**src/rtl/uart_pkg.sv**
```systemverilog
// UART shared definitions: FSM state encoding and frame bit positions.
// Used by both the transmit serializer and the frame-level receiver.
package uart_pkg;

  localparam logic [2:0] IDLE   = 3'd0;
  localparam logic [2:0] START  = 3'd1;
  localparam logic [2:0] DATA   = 3'd2;
  localparam logic [2:0] PARITY = 3'd3;
  localparam logic [2:0] STOP   = 3'd4;

  localparam int START_IDX = 0;
  localparam int DATA_LSB  = 1;
  localparam int PAR_IDX   = 9;
  localparam int STOP_IDX  = 10;

  function automatic logic [10:0] build_frame(input logic [7:0] d);
    return {1'b1, ^d, d, 1'b0};
  endfunction

endpackage

```
**src/rtl/uart_baud_tick.sv**
```systemverilog
// Bit timer: counts 0..CLKS_PER_BIT-1, wrap pulses on the last count.
// Shared with the receiver oversampler.
module uart_baud_tick #(
  parameter int CLKS_PER_BIT = 16
) (
  input  logic clk,
  input  logic reset,
  input  logic clear,
  output logic wrap
);

  localparam int W = (CLKS_PER_BIT > 1) ? $clog2(CLKS_PER_BIT) : 1;

  logic [W-1:0] cnt;

  assign wrap = (cnt == W'(CLKS_PER_BIT - 1));

  always_ff @(posedge clk) begin
    if (reset || clear || wrap)
      cnt <= '0;
    else
      cnt <= cnt + 1'b1;
  end

endmodule

```
**src/rtl/uart_tx_serial.sv**
```systemverilog
// UART transmit serializer, 11-bit frame {stop,parity,data,start}, LSB first.
// Define UART_TX_PARITY_EN to put the parity bit on the serial line.
module uart_tx_serial
  import uart_pkg::*;
#(
  parameter int CLKS_PER_BIT = 16
) (
  input  logic        clk,
  input  logic        reset,
  input  logic [7:0]  tx_data,
  input  logic        tx_valid,
  output logic        tx_ready,
  output logic        tx,
  output logic        tx_busy,
  output logic        tx_done,
  output logic [10:0] tx_frame
);

  logic [2:0] state;
  logic [2:0] state_n;
  logic [2:0] bit_idx;
  logic [2:0] idx_n;
  logic [7:0] fdata;
  logic       wrap;
  logic       clear;
  logic       accept;

  assign tx_ready = (state == IDLE);
  assign tx_busy  = (state != IDLE);
  assign tx_done  = (state == STOP) && wrap;
  assign accept   = tx_valid && tx_ready;
  assign fdata    = tx_frame[DATA_LSB +: 8];

  // Timer restarts on every state change so bits never drift.
  assign clear = (state == IDLE) || (state_n != state);

  uart_baud_tick #(
    .CLKS_PER_BIT(CLKS_PER_BIT)
  ) u_tick (
    .clk  (clk),
    .reset(reset),
    .clear(clear),
    .wrap (wrap)
  );

  always_comb begin
    state_n = state;
    idx_n   = 3'd0;
    unique case (state)
      IDLE:   if (accept) state_n = START;
      START:  if (wrap) state_n = DATA;
      DATA: begin
        idx_n = bit_idx + {2'b00, wrap};
        if (wrap && bit_idx == 3'd7) begin
`ifdef UART_TX_PARITY_EN
          state_n = PARITY;
`else
          state_n = STOP;
`endif
        end
      end
      PARITY: if (wrap) state_n = STOP;
      STOP:   if (wrap) state_n = IDLE;
      default: state_n = IDLE;
    endcase
  end

  always_ff @(posedge clk) begin
    if (reset) begin
      state    <= IDLE;
      bit_idx  <= 3'd0;
      tx       <= 1'b1;
      tx_frame <= 11'h7FF;
    end else begin
      state   <= state_n;
      bit_idx <= idx_n;
      if (accept)
        tx_frame <= build_frame(tx_data);
      unique case (state_n)
        START:   tx <= 1'b0;
        DATA:    tx <= fdata[idx_n];
        PARITY:  tx <= tx_frame[PAR_IDX];
        STOP:    tx <= tx_frame[STOP_IDX];
        default: tx <= 1'b1;
      endcase
    end
  end

endmodule

```
**config.mk**
```make
export PLATFORM = sky130hd
export DESIGN_NAME = uart_tx_serial
export DESIGN_NICKNAME = d
export VERILOG_FILES = /design/src/rtl/uart_pkg.sv /design/src/rtl/uart_baud_tick.sv /design/src/rtl/uart_tx_serial.sv
export SDC_FILE = /design/constraint.sdc
export NUM_CORES = 1
export LEC_CHECK = 0
export CORE_MARGIN = 2
export CORE_UTILIZATION = 51
export CTS_CLUSTER_DIAMETER = 60
export DETAILED_ROUTE_END_ITERATION = 12
export PLACE_DENSITY = 0.82
export SLEW_MARGIN = 10
export SYNTH_ARGS = -nofsm -noshare
export SYNTH_HDL_FRONTEND = slang
export SYNTH_SLANG_ARGS = --single-unit
```
**constraint.sdc**
```tcl
create_clock -name clk -period 5.1 [get_ports clk]
set_clock_uncertainty 0.05 [all_clocks]
set_input_delay 0.51 -clock clk [delete_from_list [all_inputs] [get_ports clk]]
set_output_delay 0.51 -clock clk [all_outputs]
set_load 0.005 [all_outputs]
```
==> metrics.txt <==
# TYPE chip_impl_metric gauge
chip_impl_metric{name="hpwlAfterDp",unit="µm"} 1616
chip_impl_metric{name="async_set_or_reset_flop_fraction_in_the_synthesized_netlist",unit="%"} 0
chip_impl_metric{name="globalRouteTotalUtil",unit="%"} 19.07
chip_impl_metric{name="clock_sinks",unit=""} 21
chip_impl_metric{name="synthesis.area_per_instance",unit="µm²"} 8.717
chip_impl_metric{name="final_min_period_over_clock_period",unit="%"} 48.24
chip_impl_info{name="yosys_most_used_dff",value="dfxtp_1"} 1
chip_impl_metric{name="yosysUniqueCellTypes",unit=""} 37
chip_impl_metric{name="placedInstanceArea",unit="µm²"} 1275
chip_impl_metric{name="post_synth_instance_area",unit="µm²"} 1046
chip_impl_info{name="clock_tree_from_tritoncts",value="done"} 1
chip_impl_metric{name="cts_resized",unit=""} 0
chip_impl_metric{name="filler_cell_count",unit=""} 168
chip_impl_metric{name="crit_path_max_fanout",unit=""} 7
chip_impl_metric{name="synth_fa_ha_area_share",unit="%"} 3.589
chip_impl_info{name="clock-root-buffer",value="clkbuf_4"} 1
chip_impl_metric{name="floorplan.rows",unit=""} 16
chip_impl_info{name="worst_path_max_delay_cell",value="clkdlybuf4s50_1"} 1
chip_impl_metric{name="drive_above_1_share",unit="%"} 4.965
chip_impl_metric{name="cts-hold-fix-buffers",unit=""} 0
chip_impl_metric{name="drcViolationCount",unit=""} 0
chip_impl_metric{name="critPathMaxStageDelay",unit="ns"} 0.50
chip_impl_metric{name="final_area",unit="µm²"} 1305
chip_impl_metric{name="cp.required",unit="ns"} 4.54
chip_impl_metric{name="cts_post_setup_buffers_inserted",unit=""} 0
chip_impl_metric{name="final_slew_violations",unit=""} 0
chip_impl_metric{name="core_area",unit="µm²"} 1942
chip_impl_metric{name="max-slew-margin-rel",unit="%"} 63.61
chip_impl_metric{name="fp.dieH",unit="µm"} 49.29
chip_impl_metric{name="residual_antenna_violating_net_count_after_detailed_routing",unit=""} 0
chip_impl_metric{name="globalRouteOverflowTotal",unit=""} 0
chip_impl_metric{name="complex_gate_fraction_of_the_synthesized_area",unit="%"} 10.41
chip_impl_metric{name="global_placer_s_final_weighted_congestion",unit=""} 0.8424
chip_impl_info{name="ordered_cell_list_for_the_critical_path",value="ha_1 -> nand3_1 -> inv_1 -> and3_1 -> clkdlybuf4s50_1"} 1
chip_impl_metric{name="insertedDiodeCount",unit=""} 0
chip_impl_metric{name="worst_ep_arrival_time",unit="ns"} 1.90
chip_impl_metric{name="seq_area_frac_synth",unit="%"} 40.19
chip_impl_metric{name="antenna_found_initial",unit=""} 0
chip_impl_metric{name="firstDrtPassIters",unit=""} 4
chip_impl_metric{name="cts-root-to-sink-buffers",unit=""} 2
chip_impl_metric{name="yosys_register_bits",unit=""} 21
chip_impl_metric{name="finalSetupViolCount",unit=""} 0
chip_impl_info{name="outcome",value="finished, final reports clean"} 1
chip_impl_metric{name="routed_via_density",unit=""} 5.250
chip_impl_metric{name="worst_setup_hold_path_clk_slew",unit="ns"} 0.12
chip_impl_info{name="timing.hold.worst.class",value="reg -> reg"} 1
chip_impl_metric{name="multi_input_comb_area",unit="µm²"} 561.8
chip_impl_metric{name="die_outline_width",unit="µm"} 49.29
chip_impl_metric{name="num_vias",unit=""} 882
chip_impl_metric{name="synth_simple_gate_area_share",unit="%"} 29.07
chip_impl_metric{name="routed_wl_per_cell",unit="µm"} 12.70
chip_impl_metric{name="design.die.area",unit="µm²"} 2429
chip_impl_metric{name="cap_violations",unit=""} 0
chip_impl_info{name="grt_setup_unrepaired",value="false"} 1
chip_impl_info{name="critical_path.endpoint_type",value="output port"} 1
chip_impl_metric{name="final_nets",unit=""} 156
chip_impl_metric{name="cell_leakage_power",unit="nW"} 0.5242
chip_impl_metric{name="boundaryPins",unit=""} 26
chip_impl_metric{name="hold_violations",unit=""} 0
chip_impl_metric{name="synth.net_count",unit=""} 134
chip_impl_info{name="worst_setup_path_start_kind",value="flip-flop"} 1
chip_impl_metric{name="detail_route.iter0.violations",unit=""} 23
chip_impl_metric{name="muxShareOfSynthArea",unit="%"} 1.914
chip_impl_metric{name="drt_wl_total",unit="µm"} 2133
chip_impl_metric{name="place.port_buffers",unit=""} 24
chip_impl_metric{name="timing.final.crit_period",unit="ns"} 2.460
chip_impl_info{name="worst-setup-path-type",value="reg -> out"} 1
chip_impl_metric{name="total_chip_power",unit="W"} 0.0003378
chip_impl_metric{name="finalSetupTns",unit="ns"} 0
chip_impl_metric{name="vias_in_the_first_global_route",unit=""} 901
chip_impl_metric{name="power_density",unit="nW/µm²"} 258.8
chip_impl_metric{name="synth-edff-count",unit=""} 0
chip_impl_metric{name="clk-insertion-delay-late",unit="ns"} 0.30
chip_impl_metric{name="worst-slew-pin-transition",unit="ns"} 0.5441
chip_impl_metric{name="grt_max_degree",unit=""} 18
chip_impl_metric{name="maximum_vdd_ir_drop",unit="mV"} 0.2088
chip_impl_metric{name="yosys_warnings",unit=""} 0
chip_impl_metric{name="grt_first_pass_wirelength",unit="µm"} 3691
chip_impl_metric{name="maxClockFrequency",unit="MHz"} 406.4
chip_impl_metric{name="initial_utilization",unit="%"} 53.87
chip_impl_metric{name="h-tree-depth",unit=""} 1
chip_impl_metric{name="cells_after_synthesis",unit=""} 120
chip_impl_metric{name="synthToLayoutAreaGrowth",unit="%"} 24.76
chip_impl_metric{name="clock_buffers_created_by_tritoncts",unit=""} 3
chip_impl_info{name="synth_top_family_by_area",value="simple AND/OR/NAND/NOR gates"} 1
chip_impl_metric{name="seq_area",unit="µm²"} 420.4
chip_impl_metric{name="synth_xor_area_share",unit="%"} 8.373
==> sequential cells by signal, summed over array words and instances, names as in the netlist <==
signal and count:
bit_idx 3, state 3, tx 1, tx_frame 10, u_tick.cnt 4
==> critical path, delay by kind of cell, from the launching register on <==
family / cells / cell delay [ns]
buffers and inverters: 2 / 0.65
DFF: 1 / 0.39
and+or+nand+nor: 2 / 0.37
adders and majority gates: 1 / 0.19
==> cells in the final DEF, fill, tap and decap left out, types with 3 or more instances in the layout <==
cell,instances
nand3b_1,8
ha_1,3
xnor2_1,8
inv_1,5
nand2_1,20
clkbuf_4,3
nand3_1,3
nor2_1,13
a31oi_1,3
dfxtp_1,21
clkdlybuf4s50_1,24
==> per-stage QoR <==
stage | setup WS (ns) | instances | hold slack (ns) | utilization (%)
final | 2.640 | 168 | 0.4288 | 67.20
after global routing | 2.513 | 168 | 0.4517 | 67.20
after CTS | 2.639 | 168 | 0.4303 | 67.20
after detailed placement | 2.786 | 164 | 0.4063 | 65.66
after global placement | 2.847 | 164 | 0.3803 | 65.66
after floorplan | 2.984 | 120 | 0.3679 | -
==> synth_stat cells, types with 2 or more instances <==
cell type / instances / area [µm²]
xnor2_1: 8 / 70.07
nor3_1: 2 / 10.01
nand2_1: 20 / 75.07
o21a_1: 2 / 15.01
ha_1: 3 / 37.54
nand3_1: 3 / 15.01
buf_4: 2 / 15.01
nor2_1: 13 / 48.80
a31oi_1: 3 / 18.77
dfxtp_1: 21 / 420.4
xor2_1: 2 / 17.52
mux2i_1: 2 / 20.02
inv_1: 5 / 18.77
buf_2: 3 / 15.01
a21oi_1: 2 / 10.01
nand3b_1: 8 / 60.06
==> where the power goes <==
part           internal [W]  switching, W  total (W)
clock network     0.0000299     0.0000526  0.0000824
logic             0.0000430     0.0000279  0.0000710
registers          0.000175    0.00000937   0.000184
total              0.000248     0.0000899   0.000338
==> per-layer routing <==
metal / vias to the layer above / global-route usage (%) / share of wire [%]
li1: 448 / - / -
met1: 406 / 22.29 / 43
met2: 24 / 36.26 / 52
met3: 4 / 2.454 / 3.9
met4: 0 / 4.286 / 0.98
met5: - / 0 / 0
==> cell families (layout without fill, tap and decap cells) <==
| logic type | count (synthesis) | count (layout) |
|---|---|---|
| multiplexers | 2 | 2 |
| AND/OR/NAND/NOR | 56 | 56 |
| flip-flops | 21 | 21 |
| other | 1 | 1 |
| adder cells (fa/ha/maj) | 3 | 3 |
| buffers and inverters | 12 | 33 |
| XOR/XNOR | 10 | 10 |
| AO/OA/AOI/OAI | 15 | 15 |
==> path summary, 6_finish.rpt <==
check                           startpoint                        to  slack (ns)  cells after the start
hold / removal    u_tick.cnt[0]$_SDFF_PP0_  u_tick.cnt[0]$_SDFF_PP0_        0.43                      1
setup / recovery  u_tick.cnt[0]$_SDFF_PP0_                   tx_done        2.64                      5
setup reg to reg  u_tick.cnt[0]$_SDFF_PP0_             tx$_SDFF_PP1_        2.74                      9
hold reg to reg   u_tick.cnt[0]$_SDFF_PP0_  u_tick.cnt[0]$_SDFF_PP0_        0.43                      1
==> cell type report <==
type,instances,share of cell area (%)
multi-input cells,87,43.05
flip-flops and latches,21,32.21
repair buffers,24,18.41
well taps,27,2.589
clock buffers,3,1.726
inverters,5,1.438
clock inverters,1,0.5753
No activity file was read; power rests on OpenSTA's default activity.
==> patch 1 (same flow settings) <==
`CLKS_PER_BIT` is set to 16 in 2 places; all go to 32.
--- a/src/rtl/uart_baud_tick.sv
+++ b/src/rtl/uart_baud_tick.sv
@@ -1,7 +1,7 @@
 // Bit timer: counts 0..CLKS_PER_BIT-1, wrap pulses on the last count.
 // Shared with the receiver oversampler.
 module uart_baud_tick #(
-  parameter int CLKS_PER_BIT = 16
+  parameter int CLKS_PER_BIT = 32
 ) (
   input  logic clk,
   input  logic reset,
--- a/src/rtl/uart_tx_serial.sv
+++ b/src/rtl/uart_tx_serial.sv
@@ -3,7 +3,7 @@
 module uart_tx_serial
   import uart_pkg::*;
 #(
-  parameter int CLKS_PER_BIT = 16
+  parameter int CLKS_PER_BIT = 32
 ) (
   input  logic        clk,
   input  logic        reset,
Behaviour: no difference found for any inputs over 10 cycles, from zero or initial values and one cycle with reset high; that may be too few to reach the edited logic, so the function may still have changed.
==> patch 1 against the unedited design <==
Fmax is 5.7% lower. Synthesized cell count stayed put. Hold slack worse by 2.4 ps. Total power is 4.2% higher. Wire length is 0.84% higher. Critical path type unchanged. Utilization is 0.35 points higher. Combinational power is 7.3% lower. Worst setup slack worse by 150 ps. Non-clock buffer count stayed put. Final cell count is 1.2% lower. Synthesized area is 4.1% higher. Largest power group unchanged. Sequential cell count is 1 higher. Cell area is 2.6% higher. First-iteration DRC count is 43% lower.
==> patch 1: results <==
[placement]
placed_cells = 162
dp_hpwl_um = 1660
place_area_um2 = 1300
dp_slack_ps = 2720
gp_congestion = 0.746

[detailed_routing]
drt-initial-drc-count = 13
wl_per_cell_um = 13.0
vias = 902

[worst_setup_path]
arrival_ps = 2050
reg2reg_depth = 9
timing.rr.end = "tx"
crit_start = "u_tick.cnt[0]"
cpLargestDelayFamily = "adder cells"
cp_max_fo = 9

[clock_network]
cts_made_buffers = 3
clkTransAtPathRegs_ps = 120
clk_latency_ps = 310
cts_buffer_depth = 2
post-cts-setup-buffers = 0

[timing]
whs_ps = 426
slew_headroom = 0.618
fin_crit_sh = 0.512

[worst_hold_path]
worstHoldEndpoint = "tx_frame[0]"
hold_path.class = "flop to flop"
min_path_cells = 1
hold_start = "tx_frame[0]"

[cells_and_area]
nNetsFinal = 155
reg_top3 = "tx_frame: 10 flops, u_tick.cnt: 5 flops"
drive_above_1_share = 0.0504
layout.cells.non_filler = 166
top_register = "tx_frame"

[global_routing]
grt_pass1_vias = 867
grt_pass1_wl_um = 3730
grt_use_total = 0.191
grt_max_degree = 19
antenna_found_initial = 0

[power]
p_comb_frac = 0.187
ir_drop_mv = 0.185
clock_power_share = 0.274
p_leak_nw = 0.577
powerComb_w = 0.0000658
switching_share = 0.251

[synthesis]
synth_area_leaders = "dfxtp_1 (40%), nand2_1 (6.6%), mux2i_1 (6.4%)"
ys_seq_area_frac = 0.405
syn_inst = 120
syn-num-nets = 135
ys_warn_count = 0
ys_async_sr_fraction = 0
synth_common_cells = "dfxtp_1 (22), nand2_1 (19), nor2_1 (12), nand3b_1 (8), xnor2_1 (8)"
ys_types = 33

[run_status]
outcome = "complete, no violations"
## patch 1: changes by cell type after synthesis, moves of 2 or more
cell	change
a31oi_1	-3
and2_1	+2
nor2b_1	+3
inv_1	-3
mux2i_1	+5
o21a_1	-2
## patch 1: layout make-up
class	count	area, µm²
clock buffer	4	36.3
fill	167	643
inverter	2	7.51
multi-input combinational	87	581
sequential	22	440
tap	27	33.8
timing repair buffer	24	240
## patch 1: routing by layer
layer / track usage / share of wire / vias up
met5: 0 / 0 / -
met4: 0.0694 / 0.022 / 0
met3: 0.0536 / 0.061 / 7
met2: 0.329 / 0.49 / 32
met1: 0.223 / 0.42 / 423
li1: - / - / 440
## patch 1: logic make-up after synthesis
family,Yosys count,synth area share
flops,22,0.405
compound gates,6,0.0437
mux,7,0.0644
buf+inv,11,0.0621
xor+xnor,11,0.0885
other cells,1,0.00344
simple gates,58,0.287
fa+ha+maj,4,0.0460
==> patch 2 (config.mk and constraints unchanged) <==
Made on the original files. Reset style: asynchronous (`reset`), changed in one clocked block.
--- a/src/rtl/uart_tx_serial.sv
+++ b/src/rtl/uart_tx_serial.sv
@@ -65,7 +65,7 @@
     endcase
   end
 
-  always_ff @(posedge clk) begin
+  always_ff @(posedge clk or posedge reset) begin
     if (reset) begin
       state    <= IDLE;
       bit_idx  <= 3'd0;
Formal check against the unedited RTL: differs if reset is asserted again (counterexample within 4 cycles, from zero or initial values and one cycle with reset high); with reset held inactive, the same outputs for 10 cycles.
==> patch 2 against the unedited design <==
Global-route usage up 0.94 points. Cell area up 3.3%. Die area up 2.0%. Worst setup slack better by 23 ps. Sequential cell count unchanged. Synthesized area up 2.2%. Wire length up 1.1%. Critical path type unchanged. Sequential share of layout area up 6.3 points. Fmax up 0.95%. Count of clock-buffer cells in the layout up 1.
Power is not compared: it rests on default switching activity, and its combinational part moved more than twofold at a synthesized area within 25%.
==> patch 2: results <==
[placement]
gp_congestion = 0.849
dp_hpwl_um = 1640
dp_slack_ps = 2940
port_buffers = 24

[worst_setup_path]
crit_start = "state[2]"
arrival_ps = 1880
timing.rr.end = "tx"
cp_max_fo = 8
r2r-start = "u_tick.cnt[0]"
reg2reg_depth = 9

[synthesis]
syn-num-nets = 110
synthFlopType = "dfstp_2"
synth_area_leaders = "dfstp_2 (27%), dfrtp_1 (14%), mux2_2 (9.5%)"
ys_async_sr_fraction = 0.810
ys_types = 36
ys_warn_count = 0
synth_common_cells = "dfstp_2 (11), mux2_2 (9), nor2_1 (9), xnor2_1 (9)"
ys_seq_area_frac = 0.486

[cells_and_area]
reg_top3 = "tx_frame: 10 flops, u_tick.cnt: 4 flops"
drive_above_1_share = 0.217
nNetsFinal = 135
fill_cells = 183
multi_input_area_um2 = 498
diodes = 0

[global_routing]
grt_max_degree = 19
use_met2 = 0.327
met3_usage = 0.0364
grt_use_met1 = 0.260
grt_pass1_wl_um = 3740
grt_use_total = 0.200
antenna_found_initial = 0
grt_pass1_vias = 822

[clock_network]
cts_made_buffers = 3
htree_levels = 1
cts_buffer_depth = 2
ctsResizeCount = 0
cts_root_buf = "clkbuf_4"
clk_latency_ps = 290
clkTransAtPathRegs_ps = 110
post-cts-setup-buffers = 0

[detailed_routing]
vias_per_cell = 5.30
finalWirelength_um = 2160
drc_errors = 0
drt-initial-drc-count = 12
drt-pass1-iter-count = 4

[worst_hold_path]
worstHoldEndpoint = "u_tick.cnt[0]"
min_path_cells = 1
hold_start = "u_tick.cnt[0]"
hold_path.class = "flop to flop"

[power]
ir_drop_mv = 0.288
p_leak_nw = 0.527
p_switching_w = 0.000124

[run_status]
outcome = "complete, no violations"

[timing]
tightest_slew_ps = 681
-- patch 2: cell types whose count changed after synthesis, moves of 2 or more --
cell      change
nand2_1      -19
dfxtp_1      -17
dfstp_2      +11
mux2_2        +9
nand3b_1      -8
dfrtp_1       +6
nor2_1        -4
a31oi_1       -2
o21ai_1       +2
or3_1         +2
-- patch 2: metal layers --
| metal | wire [µm] | vias to the layer above |
|---|---|---|
| li1 | - | 380 |
| met1 | 987 | 376 |
| met2 | 1070 | 21 |
| met3 | 88 | 2 |
| met4 | 15 | 0 |
| met5 | 0 | - |
-- patch 2: worst max path at each step --
stage	endpoint	slack [ps]	cells past startpoint
after floorplan	tx	3080	9
after global placement	tx_done	3020	4
after detailed placement	tx	2940	9
after CTS	tx_done	2660	4
after global routing	tx_done	2580	4
final	tx_done	2660	4
-- patch 2: worst max-delay path, cell delays in order (launching register included) --
cell,delay [ps]
dfrtp_1,500
inv_1,150
or3_1,340
nor2_1,90
clkdlybuf4s50_1,500
-- patch 2: area by class of cell --
| class | instances | area share |
|---|---|---|
| clock buffers | 4 | 0.0195 |
| well taps | 27 | 0.0251 |
| inverters | 6 | 0.0167 |
| flip-flops and latches | 21 | 0.385 |
| repair buffers | 25 | 0.184 |
| multi-input cells | 64 | 0.370 |
-- patch 2: cells by family after synthesis --
logic type / Yosys count / synth area share
other cells: 1 / 0.00351
buf+inv: 11 / 0.0480
fa+ha+maj: 3 / 0.0351
mux: 12 / 0.123
simple gates: 24 / 0.131
flops: 21 / 0.486
xor+xnor: 10 / 0.0820
compound gates: 14 / 0.0913
-- patch 2: through the flow --
| stage | hold WS, ps | area, µm² | std cells | total power [W] |
|---|---|---|---|---|
| floorplan | 368 | 1070 | 96 | 0.000312 |
| global placement | 379 | 1320 | 143 | 0.000395 |
| detailed placement | 385 | 1320 | 143 | 0.000401 |
| CTS | 413 | 1350 | 147 | 0.000481 |
| global route | 453 | 1350 | 147 | 0.000505 |
| finish | 409 | 1350 | 147 | 0.000475 |
-- patch 2: power groups by stage --
stage | registers [W] | logic [W] | clock network, W
after floorplan | 0.000247 | 0.0000650 | 0
after global placement | 0.000250 | 0.000145 | 0
after detailed placement | 0.000254 | 0.000147 | 0
after CTS | 0.000251 | 0.000149 | 0.0000807
after global routing | 0.000256 | 0.000161 | 0.0000885
final | 0.000251 | 0.000146 | 0.0000773
